==> config.mk <==
export PLATFORM = sky130hd
export DESIGN_NAME = mul_pack
export DESIGN_NICKNAME = d
export VERILOG_FILES = /design/src/rtl/mul_pkg.sv /design/src/rtl/mul_pack_skid.sv /design/src/rtl/mul_pack.sv
export SDC_FILE = /design/constraint.sdc
export NUM_CORES = 1
export LEC_CHECK = 0
export CAP_MARGIN = 20
export CORE_ASPECT_RATIO = 2
export CORE_MARGIN = 3
export CORE_UTILIZATION = 49
export DETAILED_ROUTE_END_ITERATION = 10
export PLACE_DENSITY = 0.8
export SLEW_MARGIN = 15
export SYNTH_ARGS = -nofsm -noshare
export SYNTH_HDL_FRONTEND = slang
export SYNTH_SLANG_ARGS = --single-unit
export TNS_END_PERCENT = 20
==> constraint.sdc <==
create_clock -name clk -period 3.1 [get_ports clk]
set_clock_uncertainty 0.2 [all_clocks]
set_input_delay 0.465 -clock clk [delete_from_list [all_inputs] [get_ports clk]]
set_output_delay 0.465 -clock clk [all_outputs]
set_load 0.01 [all_outputs]
==> src/rtl/mul_pkg.sv <==
// Shared definitions for the multiplier pipe: rounding modes, flag bit positions
// and the packed IEEE-754 result layout.
package mul_pkg;

  localparam int SIGN_W = 1;
  localparam int EXPO_W = 8;
  localparam int MANT_W = 23;
  localparam int RES_W  = SIGN_W + EXPO_W + MANT_W;

  typedef enum logic [1:0] {
    RTZ = 2'b00,
    RDN = 2'b01,
    RUP = 2'b10,
    RNE = 2'b11
  } rnd_mode_e;

  localparam int FLAG_NV = 3;
  localparam int FLAG_OF = 2;
  localparam int FLAG_UF = 1;
  localparam int FLAG_NX = 0;

  typedef struct packed {
    logic [SIGN_W-1:0] sign;
    logic [EXPO_W-1:0] expo;
    logic [MANT_W-1:0] mant;
  } fp_res_t;

endpackage

==> src/rtl/mul_pack_skid.sv <==
// Generic two-entry valid/ready skid buffer (main register plus one skid register).
// Latency: 1 cycle from upstream transfer to dn_vld when empty.
// Backpressure: up_rdy = !skid full, registered only; skid drains into main as main empties.
module mul_pack_skid #(
  parameter int W = 36
) (
  input  logic         clk,
  input  logic         rst,
  input  logic         up_vld,
  output logic         up_rdy,
  input  logic [W-1:0] up_dat,
  output logic         dn_vld,
  input  logic         dn_rdy,
  output logic [W-1:0] dn_dat
);

  logic         main_vld;
  logic         skid_vld;
  logic [W-1:0] main_dat;
  logic [W-1:0] skid_dat;
  logic         main_free;

  assign up_rdy    = !skid_vld;
  assign dn_vld    = main_vld;
  assign dn_dat    = main_dat;
  assign main_free = !main_vld || dn_rdy;

  always_ff @(posedge clk or posedge rst) begin
    if (rst) begin
      main_vld <= 1'b0;
      skid_vld <= 1'b0;
      main_dat <= '0;
      skid_dat <= '0;
    end else if (main_free) begin
      // A full skid implies up_rdy is low, so no new word competes for main here.
      if (skid_vld) begin
        main_dat <= skid_dat;
        main_vld <= 1'b1;
        skid_vld <= 1'b0;
      end else if (up_vld) begin
        main_dat <= up_dat;
        main_vld <= 1'b1;
      end else begin
        main_vld <= 1'b0;
      end
    end else if (up_vld && !skid_vld) begin
      skid_dat <= up_dat;
      skid_vld <= 1'b1;
    end
  end

endmodule

==> src/rtl/mul_pack.sv <==
// Multiplier output stage: resolves specials/overflow/underflow, packs the result, keeps sticky flags.
// Latency: 1 cycle from input transfer to out_valid when empty; throughput 1/cycle.
// Backpressure: one-entry skid; in_ready depends only on registered state.
module mul_pack
  import mul_pkg::*;
#(
  parameter int SIGN_W = 1,
  parameter int EXPO_W = 8,
  parameter int MANT_W = 23
) (
  input  logic                             clk,
  input  logic                             rst,
  input  logic                             in_valid,
  output logic                             in_ready,
  input  logic                             sign_1,
  input  logic [EXPO_W+1:0]                expo_3,
  input  logic [MANT_W-1:0]                mant_3,
  input  logic                             inexact_rnd,
  input  logic [1:0]                       rnd,
  input  logic                             spec_nan,
  input  logic                             spec_nv,
  input  logic                             spec_inf,
  input  logic                             spec_zero,
  output logic                             out_valid,
  input  logic                             out_ready,
  output logic [SIGN_W+EXPO_W+MANT_W-1:0] result,
  output logic [3:0]                       flags,
  output logic [3:0]                       fflags,
  input  logic                             fflags_clr
);

  localparam int EW = EXPO_W + 2;
  localparam int PW = SIGN_W + EXPO_W + MANT_W + 4;
  localparam logic signed [EW-1:0] EMAX = EW'((1 << EXPO_W) - 1);

  logic signed [EW-1:0] expo_s;
  rnd_mode_e            mode;
  logic                 to_inf;
  logic [SIGN_W-1:0]    r_sign;
  logic [EXPO_W-1:0]    r_expo;
  logic [MANT_W-1:0]    r_mant;
  logic [3:0]           r_flags;
  logic [PW-1:0]        out_dat;

  assign expo_s = expo_3;
  assign mode   = rnd_mode_e'(rnd);
  assign to_inf = (mode == RNE) || (mode == RUP && !sign_1) || (mode == RDN && sign_1);

  always_comb begin
    r_sign  = SIGN_W'(sign_1);
    r_expo  = expo_3[EXPO_W-1:0];
    r_mant  = mant_3;
    r_flags = '0;
    if (spec_nan) begin
      r_sign           = '0;
      r_expo           = '1;
      r_mant           = '0;
      r_mant[MANT_W-1] = 1'b1;
      r_flags[FLAG_NV] = spec_nv;
    end else if (spec_inf) begin
      r_expo = '1;
      r_mant = '0;
    end else if (spec_zero) begin
      r_expo = '0;
      r_mant = '0;
    end else if (expo_s >= EMAX) begin
      r_flags[FLAG_OF] = 1'b1;
      r_flags[FLAG_NX] = 1'b1;
      if (to_inf) begin
        r_expo = '1;
        r_mant = '0;
      end else begin
        // Largest finite magnitude: EMAX-1 with an all-ones mantissa.
        r_expo    = '1;
        r_expo[0] = 1'b0;
        r_mant    = '1;
      end
    end else if (expo_s[EW-1]) begin
      r_expo           = '0;
      r_mant           = '0;
      r_flags[FLAG_UF] = 1'b1;
      r_flags[FLAG_NX] = 1'b1;
    end else begin
      r_flags[FLAG_NX] = inexact_rnd;
      r_flags[FLAG_UF] = inexact_rnd && (expo_s == '0);
    end
  end

  mul_pack_skid #(.W(PW)) u_skid (
    .clk    (clk),
    .rst    (rst),
    .up_vld (in_valid),
    .up_rdy (in_ready),
    .up_dat ({r_sign, r_expo, r_mant, r_flags}),
    .dn_vld (out_valid),
    .dn_rdy (out_ready),
    .dn_dat (out_dat)
  );

  assign result = out_dat[PW-1:4];
  assign flags  = out_dat[3:0];

  always_ff @(posedge clk or posedge rst) begin
    if (rst) begin
      fflags <= '0;
    end else if (fflags_clr) begin
      fflags <= '0;
    end else if (out_valid && out_ready) begin
      fflags <= fflags | flags;
    end
  end

endmodule

==> results.sh, run 1 <==
export IMPL_startpoint_type="flip-flop"
export IMPL_synthesis_area_mm2=0.00346
export IMPL_path_depth=3
export IMPL_cp_arrival_ns=1.76
export IMPL_synth_top_family_by_area="compound AO/OA/AOI/OAI gates"
export IMPL_synth_edf_count=0
export IMPL_root_buffer="clkbuf_16"
export IMPL_post_cts_buffers=0
export IMPL_drv_cap=0
export IMPL_final_nets=498
export IMPL_path_buf_inv=3
export IMPL_endpoint_kind="output pin"
export IMPL_setup_ws_ns=0.674
export IMPL_grt_max_degree=46
export IMPL_tightest_slew_ns=0.954
export IMPL_crit_start="u_skid.skid_vld"
export IMPL_worstSetupPathType="flip-flop to output pin"
export IMPL_ant_nets=0
export IMPL_cts_num_sinks=78
export IMPL_yosys_most_used_dff="dfrtp_1"
export IMPL_setup_violations_final=0
export IMPL_dp_cells=529
export IMPL_layout_cells_non_filler=545
export IMPL_die_width_um=65.4
export IMPL_yosysSeqAreaShare_pct=56.4
export IMPL_drv_slew=0
export IMPL_hold_buffers=0
export IMPL_critPathRequiredTime_ns=2.43
export IMPL_max_freq_mhz=412
export IMPL_start_util_pct=51.5
export IMPL_yosys_area_share_adder_pct=0
export IMPL_first_global_vias=3202
export IMPL_p_leak_nw=2.05
export IMPL_syn_area_per_cell_um2=9.44
export IMPL_crit_path_cell_trace="inv_1 -> buf_4 -> clkdlybuf4s50_1"
export IMPL_grt_usage_pct=23.7
export IMPL_cts_buffer_depth=2
export IMPL_grt_first_pass_wirelength_um=14900
export IMPL_drive_above_1_share_pct=9.63
export IMPL_synth_mux_area_share_pct=4.59
export IMPL_crit_path_max_incr_delay_ns=0.57
export IMPL_synth_compound_area_share_pct=18.5
export IMPL_fin_util_pct=70.3
export IMPL_ios=88
export IMPL_num_vias=3101
export IMPL_synth_top_area_share_pct=56.4
export IMPL_overflow=0
export IMPL_crit_family="buffers and inverters"
export IMPL_placed_area_mm2=0.00442
export IMPL_drt_pass1_iterations=4
export IMPL_r2r_cells=5
export IMPL_core_area_mm2=0.00673
export IMPL_worstReg2RegStart="u_skid.skid_vld"
export IMPL_drcViolationCount=0
export IMPL_clk_pin_slew_ns=0.06
export IMPL_cpMaxStageDelayCell="clkdlybuf4s50_1"
export IMPL_antenna_found_initial=0
export IMPL_ys_types=35
export IMPL_setup_tns_ns=0
export IMPL_critPathMaxFanout=12
export IMPL_area_delta_synth_final_pct=36.5
export IMPL_dieArea_mm2=0.00817
export IMPL_syn_inst=367
export IMPL_min_delay_start="u_skid.skid_dat[3]"
export IMPL_power_density_mw_per_mm2=613
export IMPL_synth_xor_xnor_area_share_pct=0
export IMPL_drt_iter0_markers=290
export IMPL_final_period_utilization_pct=78.3
export IMPL_io_buffers=87
export IMPL_ys_async_sr_fraction_pct=100
export IMPL_htree_levels=3
export IMPL_avgViaCountPerCell=5.69
export IMPL_total_power_mw=2.90
export IMPL_irDropWorstVdd_v=0.000363
export IMPL_worst_hold_slack_ns=0.285
export IMPL_slew_headroom_pct=36.2
export IMPL_design_area_mm2=0.00473
export IMPL_syn_nets=413
export IMPL_final_cell_mix="clkdlybuf4s50_1, dfrtp_1, nor2_1"
export IMPL_grt_setup_unrepaired="false"
export IMPL_dp_hpwl_um=6390
export IMPL_worstSkewPairLatency_ns=0.34
export IMPL_worstSetupEndpoint="in_ready"
export IMPL_ys_warn_count=0
export IMPL_hold_viol_final=0
export IMPL_cts_buffers=9
export IMPL_avgRoutedWirePerCell_um=16.8
export IMPL_r2r_end="u_skid.skid_dat[9]"
export IMPL_diodes=0
export IMPL_r2r_slack_ns=0.83
export IMPL_ys_ff_latch=78
export IMPL_cts_resized=0
export IMPL_layout_commonest_cell="clkdlybuf4s50_1"
export IMPL_status="finished, final reports clean"
export IMPL_hp_class="flip-flop to flip-flop"
export IMPL_place_ws_ns=0.345
export IMPL_row_count=42
export IMPL_cts_tree="yes"
export IMPL_ys_top_cells_by_area="dfrtp_1, nor2_1, nand2_1"
export IMPL_drt_total_wl_um=9160
export IMPL_yosys_area_share_simple_pct=16.9
export IMPL_place_gp_congestion=0.829
export IMPL_period_needed_ns=2.43
export IMPL_die_height_um=125
export IMPL_yosysTopAreaCell="dfrtp_1"
## layer usage
layer	vias up	track usage [%]	wire length, um
met4	0	11.1	288
li1	1439	-	-
met5	-	0	0
met2	98	43.2	5230
met3	26	5.60	345
met1	1538	24.5	3290
## where the power goes
| group | switching [mW] | internal [mW] |
|---|---|---|
| Sequential | 0.0856 | 1.15 |
| Combinational | 0.285 | 0.313 |
| Clock | 0.395 | 0.666 |
| Total | 0.766 | 2.13 |
## registers in the layout, indices dropped and copies added, names as in the netlist
| signal | flops |
|---|---|
| u_skid.skid_dat | 36 |
| fflags | 4 |
| u_skid.dn_dat | 36 |
| u_skid.dn_vld | 1 |
| u_skid.skid_vld | 1 |
## cell type report
cell class	count	area [um^2]
Clock buffer	13	260
Clock inverter	3	42.5
Fill cell	562	2000
Inverter	2	8.76
Multi-Input combinational cell	264	1390
Sequential cell	78	1950
Tap cell	88	110
Timing Repair Buffer	97	958
## worst min-delay path, delay by kind of cell, from the launching register on
family / cells / cell delay, ns
compound gates: 1 / 0.06
flops: 1 / 0.34
simple gates: 1 / 0.05
## how the worst min path moves through the flow
stage / endpoint / slack (ns) / depth (start not counted)
after detailed placement: u_skid.skid_dat[2] / 0.26 / 2
after CTS: u_skid.skid_dat[27] / 0.29 / 2
after floorplan: u_skid.skid_dat[1] / 0.24 / 2
after global routing: u_skid.skid_dat[8] / 0.32 / 2
final: u_skid.skid_dat[3] / 0.29 / 2
after global placement: u_skid.skid_dat[1] / 0.26 / 2
## Yosys cell counts (all sizes together) (2+ instances only)
master and instances:
nand3 3, nand2b 3, nor2 72, or2 2
nand4 2, o22ai 24, nand2 47, a21oi 31
nor4 2, a31oi 6, inv 2, clkbuf 10
buf 13, mux2 7, o21ai 46, mux2i 8
o211ai 2, dfrtp 78
## cells by family after synthesis
group	count (synthesis)
simple gates	136
compound gates	113
flops	78
buf+inv	25
mux	15
(Power assumes the default switching activity.)
==> run 2: changes to the inputs <==
==> constraint.sdc (replaced) <==
create_clock -name clk -period 2.3 [get_ports clk]
set_clock_uncertainty 0.2 [all_clocks]
set_input_delay 0.345 -clock clk [delete_from_list [all_inputs] [get_ports clk]]
set_output_delay 0.345 -clock clk [all_outputs]
set_load 0.01 [all_outputs]
==> results.sh, run 2 (same netlist as run 1, synthesis figures left out) <==
export IMPL_grtUsageMet3_pct=4.24
export IMPL_worstSetupPathType="flip-flop to output pin"
export IMPL_grt_max_degree=49
export IMPL_drt_total_wl_um=9260
export IMPL_placed_area_mm2=0.00452
export IMPL_busiest_layer="met2"
export IMPL_drt_pass1_iterations=4
export IMPL_avgViaCountPerCell=5.61
export IMPL_cts_tree="yes"
export IMPL_core_area_mm2=0.00673
export IMPL_area_delta_synth_final_pct=39.1
export IMPL_place_gp_congestion=0.774
export IMPL_avgRoutedWirePerCell_um=16.7
export IMPL_setup_violations_final=0
export IMPL_cp_arrival_ns=1.50
export IMPL_drcViolationCount=0
export IMPL_cts_num_sinks=78
export IMPL_ant_nets=0
export IMPL_final_period_utilization_pct=89.1
export IMPL_status="finished, final reports clean"
export IMPL_grt_setup_unrepaired="false"
export IMPL_die_width_um=65.4
export IMPL_ios=88
export IMPL_layout_commonest_cell="clkdlybuf4s50_1"
export IMPL_irDropWorstVdd_v=0.000529
export IMPL_drv_slew=0
export IMPL_hp_class="input port to async pin"
export IMPL_startpoint_type="flip-flop"
export IMPL_endpoint_kind="output pin"
export IMPL_grt_use_met2_pct=43.9
export IMPL_hold_viol_final=0
export IMPL_place_ws_ns=0.0316
export IMPL_cts_buffers=9
export IMPL_io_buffers=87
export IMPL_period_needed_ns=2.05
export IMPL_start_util_pct=51.5
export IMPL_root_buffer="clkbuf_16"
export IMPL_tightest_slew_ns=0.411
export IMPL_row_count=42
export IMPL_drv_cap=0
export IMPL_diodes=0
export IMPL_drive_above_1_share_pct=11.6
export IMPL_grt_usage_pct=24.4
export IMPL_fin_util_pct=71.6
export IMPL_clk_pin_slew_ns=0.06
export IMPL_setup_tns_ns=0
export IMPL_critPathMaxFanout=7
export IMPL_worstSkewPairLatency_ns=0.33
export IMPL_p_seq_share_pct=43.2
export IMPL_crit_start="u_skid.skid_vld"
export IMPL_dieArea_mm2=0.00817
export IMPL_combPwrFrac_pct=21.5
export IMPL_grt_first_pass_wirelength_um=15400
export IMPL_power_density_mw_per_mm2=800
export IMPL_fillers=535
export IMPL_post_cts_buffers=0
export IMPL_critPathRequiredTime_ns=1.75
export IMPL_num_vias=3103
export IMPL_slew_headroom_pct=72.4
export IMPL_p_int_mw=2.81
export IMPL_switching_share_pct=27.2
export IMPL_p_leak_nw=2.09
export IMPL_final_cell_mix="clkdlybuf4s50_1, dfrtp_1, nor2_1"
export IMPL_overflow=0
export IMPL_drt_iter0_markers=196
export IMPL_dp_hpwl_um=6650
export IMPL_hold_buffers=0
export IMPL_max_freq_mhz=488
export IMPL_use_met1_pct=26.6
export IMPL_total_power_mw=3.85
export IMPL_htree_levels=3
export IMPL_setup_ws_ns=0.251
export IMPL_first_global_vias=3211
export IMPL_switchingPower_mw=1.05
export IMPL_final_nets=506
export IMPL_worstReg2RegStart="u_skid.skid_vld"
export IMPL_design_area_mm2=0.00482
export IMPL_cts_resized=0
export IMPL_die_height_um=125
export IMPL_cts_buffer_depth=2
export IMPL_clock_power_share_pct=35.3
export IMPL_antenna_found_initial=0
[run 2: cell count changes in the layout (fill, tap and decap cells not counted), moves of 2 or more]
| cell | delta |
|---|---|
| buf_4 | +5 |
| clkbuf_1 | -2 |
| buf_12 | +3 |
| clkinvlp_4 | +2 |
[run 2: critical path: stages, from the launching register on]
cell and delay [ns]:
dfrtp_1 0.48, inv_1 0.15, clkdlybuf4s50_1 0.55
[run 2: layout make-up]
type	instances	area (um^2)	share of cell area, %
clock inverter	4	28.8	0.597
clock buffer	12	267	5.53
multi-input combinational	264	1390	28.9
timing repair buffer	105	1060	21.9
sequential	78	1950	40.5
tap	88	110	2.29
inverter	2	11.3	0.234
[run 2: worst paths after layout]
kind / endpoint / slack, ns / cells after the start
setup / recovery: in_ready / 0.25 / 2
hold / removal: u_skid.dn_dat[29] / 0.14 / 2
setup reg to reg: u_skid.skid_dat[27] / 0.45 / 6
hold reg to reg: u_skid.dn_dat[29] / 0.28 / 2
max in group asynchronous: u_skid.dn_dat[28] / 1.20 / 3
min in group clk: u_skid.dn_dat[29] / 0.28 / 2
[run 2: per-layer routing]
layer	vias up	wire length, um
met3	17	374
met5	-	0
met4	0	227
li1	1457	-
met2	117	5380
met1	1512	3280
[run 2: stage by stage]
stage / hold WS (ns) / std cells
3_3_place_gp: 0.261 / 537
3_5_place_dp: 0.270 / 537
4_1_cts: 0.149 / 553
6_report: 0.144 / 553
5_1_grt: 0.175 / 553
2_1_floorplan: 0.211 / 367
[run 2: power by group through the flow]
stage	logic (mW)	clock network (mW)	registers [mW]
after floorplan	0.330	0	1.71
after global placement	0.808	0	1.68
after CTS	0.839	1.37	1.66
after detailed placement	0.831	0	1.68
after global routing	0.903	1.44	1.68
final	0.829	1.36	1.66
==> run 3: changes to the inputs <==
--- a/config.mk
+++ b/config.mk
@@ -5,7 +5,6 @@
 export SDC_FILE = /design/constraint.sdc
 export NUM_CORES = 1
 export LEC_CHECK = 0
-export CAP_MARGIN = 20
 export CORE_ASPECT_RATIO = 2
 export CORE_MARGIN = 3
 export CORE_UTILIZATION = 49
==> results of run 3 <==
Same layout as run 2: the final DEF is identical, and so are final timing and power.
